### config.mk
export PLATFORM = sky130hd
export DESIGN_NAME = mul4bit_seq_flat
export DESIGN_NICKNAME = d
export VERILOG_FILES = /design/src/rtl/mul4bit_seq_if.sv /design/src/rtl/mul4bit_seq.sv /design/src/flat_wrapper.sv
export SDC_FILE = /design/constraint.sdc
export NUM_CORES = 1
export LEC_CHECK = 0
export CAP_MARGIN = 30
export CORE_MARGIN = 4
export CORE_UTILIZATION = 50
export CTS_CLUSTER_SIZE = 28
export DETAILED_ROUTE_END_ITERATION = 12
export DONT_BUFFER_PORTS = 1
export PLACE_DENSITY_LB_ADDON = 0.3
export SLEW_MARGIN = 20
export SYNTH_ARGS = -nofsm -noshare
export SYNTH_HDL_FRONTEND = slang
export SYNTH_SLANG_ARGS = --single-unit
### constraint.sdc
create_clock -name clk -period 4.6 [get_ports clk]
set_input_delay 0.23 -clock clk [delete_from_list [all_inputs] [get_ports clk]]
set_output_delay 0.23 -clock clk [all_outputs]
set_load 0.02 [all_outputs]
### src/rtl/mul4bit_seq_if.sv
// Operand/result bundle for the sequential 4x4 multiplier.
// The master drives the request and operands; the slave returns the
// registered product, status strobes and ALU flags.
interface mul4bit_seq_if;
    logic       start;
    logic [3:0] A;
    logic [3:0] B;
    logic [7:0] Product;
    logic       busy;
    logic       done;
    logic       Overflow;
    logic       Zero;

    modport master (
        output start, A, B,
        input  Product, busy, done, Overflow, Zero
    );

    modport slave (
        input  start, A, B,
        output Product, busy, done, Overflow, Zero
    );
endinterface

### src/rtl/mul4bit_seq.sv
// Sequential 4-bit unsigned shift-and-add multiplier.
// Four add/shift steps per operation, constant latency, one-cycle done
// strobe. Product and flags are registered and change only on completion.
module mul4bit_seq (
    input  logic         clk,
    input  logic         rst_n,
    mul4bit_seq_if.slave bus
);

    typedef enum logic [1:0] {
        IDLE = 2'd0,
        RUN  = 2'd1,
        DONE = 2'd2
    } state_t;

    state_t     state_q, state_d;
    logic [7:0] mcand_q, mcand_d;
    logic [3:0] mplier_q, mplier_d;
    logic [7:0] acc_q, acc_d;
    logic [1:0] cnt_q, cnt_d;
    logic [7:0] product_q, product_d;
    logic       overflow_q, overflow_d;
    logic       zero_q, zero_d;
    logic       busy_q, busy_d;
    logic       done_q, done_d;
    logic [7:0] acc_sum;

    // Next-state, datapath step and registered-output decode
    always_comb begin
        state_d    = state_q;
        mcand_d    = mcand_q;
        mplier_d   = mplier_q;
        acc_d      = acc_q;
        cnt_d      = cnt_q;
        product_d  = product_q;
        overflow_d = overflow_q;
        zero_d     = zero_q;
        busy_d     = 1'b0;
        done_d     = 1'b0;

        // Max 15*15 = 225, so the 8-bit sum never carries out
        acc_sum = mplier_q[0] ? (acc_q + mcand_q) : acc_q;

        case (state_q)
            IDLE, DONE: begin
                if (bus.start) begin
                    mcand_d  = {4'b0000, bus.A};
                    mplier_d = bus.B;
                    acc_d    = '0;
                    cnt_d    = '0;
                    state_d  = RUN;
                    busy_d   = 1'b1;
                end else begin
                    state_d  = IDLE;
                end
            end
            RUN: begin
                acc_d    = acc_sum;
                mcand_d  = {mcand_q[6:0], 1'b0};
                mplier_d = {1'b0, mplier_q[3:1]};
                cnt_d    = cnt_q + 2'd1;
                if (cnt_q == 2'd3) begin
                    // The last step's sum is the result; capture it directly
                    product_d  = acc_sum;
                    overflow_d = |acc_sum[7:4];
                    zero_d     = (acc_sum == 8'h00);
                    state_d    = DONE;
                    done_d     = 1'b1;
                end else begin
                    busy_d     = 1'b1;
                end
            end
            default: begin
                state_d = IDLE;
            end
        endcase
    end

    // State and output registers with synchronous active-low reset
    always_ff @(posedge clk) begin
        if (!rst_n) begin
            state_q    <= IDLE;
            mcand_q    <= '0;
            mplier_q   <= '0;
            acc_q      <= '0;
            cnt_q      <= '0;
            product_q  <= '0;
            overflow_q <= 1'b0;
            zero_q     <= 1'b0;
            busy_q     <= 1'b0;
            done_q     <= 1'b0;
        end else begin
            state_q    <= state_d;
            mcand_q    <= mcand_d;
            mplier_q   <= mplier_d;
            acc_q      <= acc_d;
            cnt_q      <= cnt_d;
            product_q  <= product_d;
            overflow_q <= overflow_d;
            zero_q     <= zero_d;
            busy_q     <= busy_d;
            done_q     <= done_d;
        end
    end

    assign bus.Product  = product_q;
    assign bus.Overflow = overflow_q;
    assign bus.Zero     = zero_q;
    assign bus.busy     = busy_q;
    assign bus.done     = done_q;

endmodule
### src/flat_wrapper.sv
// flat-port wrapper written by rule: the top's interface ports become plain ports
module mul4bit_seq_flat 
  (clk, rst_n, bus_start, bus_A, bus_B, bus_Product, bus_busy, bus_done, bus_Overflow, bus_Zero);
  mul4bit_seq_if bus_i ();
  input  logic clk;
  input  logic rst_n;
  input wire logic [$bits(bus_i.start)-1:0] bus_start;
  input wire logic [$bits(bus_i.A)-1:0] bus_A;
  input wire logic [$bits(bus_i.B)-1:0] bus_B;
  output wire logic [$bits(bus_i.Product)-1:0] bus_Product;
  output wire logic [$bits(bus_i.busy)-1:0] bus_busy;
  output wire logic [$bits(bus_i.done)-1:0] bus_done;
  output wire logic [$bits(bus_i.Overflow)-1:0] bus_Overflow;
  output wire logic [$bits(bus_i.Zero)-1:0] bus_Zero;
  assign bus_i.start = bus_start;
  assign bus_i.A = bus_A;
  assign bus_i.B = bus_B;
  assign bus_Product = bus_i.Product;
  assign bus_busy = bus_i.busy;
  assign bus_done = bus_i.done;
  assign bus_Overflow = bus_i.Overflow;
  assign bus_Zero = bus_i.Zero;
  mul4bit_seq u_core (.clk(clk), .rst_n(rst_n), .bus(bus_i));
endmodule
==> results.cfg <==
[outcome]
status = completed

[worst_hold_path]
min-delay-path-class = in2reg

[critical_path]
end_kind = register
critPathLaunchType = register
required_ns = 4.84
worstPathCellList = inv_1, a221o_2, a211oi_2, and4bb_1, a41o_1
slowest_delay_ns = 0.87
crit_arrival_ns = 2.42
critPathKind = reg2reg
slowest_stage = dfxtp_1
critPathMaxFanout = 26

[route]
wl_um = 4040
wl_met2_um = 1840
drtAntennaViolNets = 0
vias_per_cell = 6.12
wl_met3_um = 217
wl_per_cell_um = 16.2
first_pass_iters = 4
vias = 1525
highest_layer = met4
drtIter0Drc = 67
drc = 0
wl_met1_um = 1910

[synthesis]
syn_area_mm2 = 0.00185
synth_area_leader_cell = dfxtp_1
syn_area_per_cell_um2 = 8.96
synth_top_area_share_pct = 38.9
synthTopCellsByArea = dfxtp_1, ha_1, nor2b_1
synthCells = 207
synth-edff-count = 0
yosys_warnings = 0
synth_most_common_cell = dfxtp_1
async_reset_ff_share_pct = 0
syn-num-nets = 227
synth_commonest_cells = dfxtp_1, nor2_1, nor2b_1
ys.flop_type = dfxtp_1
synth.yosys.seq_area_share_pct = 38.9
yosysUniqueCellTypes = 48
postSynthRegisterBits = 36

[timing]
hold_slack_ns = 0.0685
maxSlewViolCount = 0
grt_setup_unrepaired = false
relSlewSlack_pct = 44.5
clock_skew_ns = 0.00789
final-setup-viol-count = 0
max_freq_mhz = 458
worstMarginPinSlew_ns = 0.831
finalCriticalPeriod_ns = 2.18
period_share_pct = 47.4
tns_ns = 0
hold_viol = 0

[placement]
place_inst = 240
io_buffers = 0
gp_congestion = 0.899
hpwl_um = 2950

[die]
die_w_um = 68.9
io_pins = 23
start_util_pct = 53.5
die_h_um = 68.9
core_mm2 = 0.00347
placementRows = 21
dieArea_mm2 = 0.00475

[final_layout]
fin_nets = 222
stdcell_count = 249
antennaDiodeCount = 0
synthToLayoutAreaGrowth_pct = 6.75
drive_gt1_share_pct = 8.37

[global_routing]
grt_start_max_net_pins = 38
grt_pass1_wl_um = 6780
grt_usage_pct = 19.1
grt_overflow = 0
grt_pass1_vias = 1485
antenna_found_initial = 0

[clock_network]
hold_buffers = 0
cts_buffer_depth = 2
clock_latency_ns = 0.29
cts_resized = 0
root_buffer = clkbuf_8
cts_setup_buffers = 0
cts_tree = done
clkTransAtPathRegs_ns = 0.08
numCtsBuffers = 5
htreeDepth = 2
numClockSinks = 36

[power]
leakagePower_nw = 0.784
p_per_area_mw_per_mm2 = 339
ir_drop_uv = 235

[job]
drv_cap = 0
-- worst paths after layout --
kind	startpoint	endpoint	slack [ns]	depth (start not counted)
max reg2reg	u_core.mplier_q[0]$_SDFFE_PN0P_	u_core.bus.Zero$_SDFFE_PN0P_	2.42	5
max	u_core.mplier_q[0]$_SDFFE_PN0P_	u_core.bus.Zero$_SDFFE_PN0P_	2.42	5
min reg2reg	u_core.mplier_q[2]$_SDFFE_PN0P_	u_core.mplier_q[2]$_SDFFE_PN0P_	0.48	2
min	rst_n	u_core.state_q[0]$_SDFFE_PN0N_	0.07	1
-- report_power, final --
part	internal, mW	total (mW)	switching, mW
sequential	0.322	0.337	0.0154
combinational	0.0257	0.0628	0.0371
clock	0.160	0.271	0.111
total	0.508	0.671	0.163
-- flip-flops by register name, indices dropped and copies added, names as in the netlist --
name,count
u_core.cnt_q,2
u_core.bus.done,1
u_core.bus.Zero,1
u_core.state_q,2
u_core.acc_q,8
u_core.mplier_q,4
u_core.mcand_q,8
u_core.bus.Product,8
u_core.bus.Overflow,1
u_core.bus.busy,1
-- layer usage --
metal | up-vias | global-route usage (%)
met4 | 0 | 7.30
met2 | 31 | 29.6
met5 | - | 0
li1 | 760 | -
met1 | 727 | 25.0
met3 | 7 | 5.35
-- cell usage in the layout (no fill, tap or decap), drive strengths merged, types with 2 or more instances in the layout --
master,synthesis,routed
o221ai,6,6
nor2b,15,15
ha,8,8
mux2i,3,3
o21ai,7,7
and4bb,2,2
and3,4,4
nand2b,5,5
o22ai,4,4
inv,4,4
and2,7,7
nor3,4,4
o211ai,2,2
o2111ai,2,2
a22oi,9,9
nor3b,2,2
o211a,6,6
a211oi,4,4
o311ai,2,2
dfxtp,36,36
a32oi,2,2
nand3b,2,2
a21oi,9,9
nor2,19,19
nand2,14,14
clkbuf,11,5
-- worst max-delay path, delay by kind of cell (launching register included) --
family                 cells  cell delay (ns)
DFF                        1             0.87
AOI/OAI and AO/OA          3             0.85
buffers and inverters      1             0.18
and+or+nand+nor            1             0.22
-- area by class of cell --
type,count,area [um^2]
fill,333,1490
multi-input combinational,154,1070
sequential,36,721
clock buffer,5,68.8
tap,46,57.6
clock inverter,3,42.5
inverter,4,15.0
timing repair buffer,1,7.51
-- per-stage QoR --
stage	area (um^2)	total power, mW	worst slack (ns)	utilization, %
2_1_floorplan	1850	0.396	2.66	-
5_1_grt	1980	0.704	2.22	57.1
6_report	1980	0.671	2.42	57.1
3_5_place_dp	1860	0.405	2.28	53.6
4_1_cts	1970	0.676	2.25	56.9
3_3_place_gp	1860	0.402	2.34	53.6
-- kinds of logic (layout without fill, tap and decap cells) --
| kind of cell | after synthesis | in the layout | synth area share [%] |
|---|---|---|---|
| and+or+nand+nor | 81 | 81 | 24.1 |
| muxes | 3 | 3 | 1.62 |
| AOI/OAI and AO/OA | 60 | 60 | 24.9 |
| xor gates and xnor gates | 1 | 1 | 0.472 |
| buffers and inverters | 17 | 13 | 3.58 |
| adders and majority gates | 9 | 9 | 6.48 |
| DFF | 36 | 36 | 38.9 |
Power figures use the tool's default switching activity.
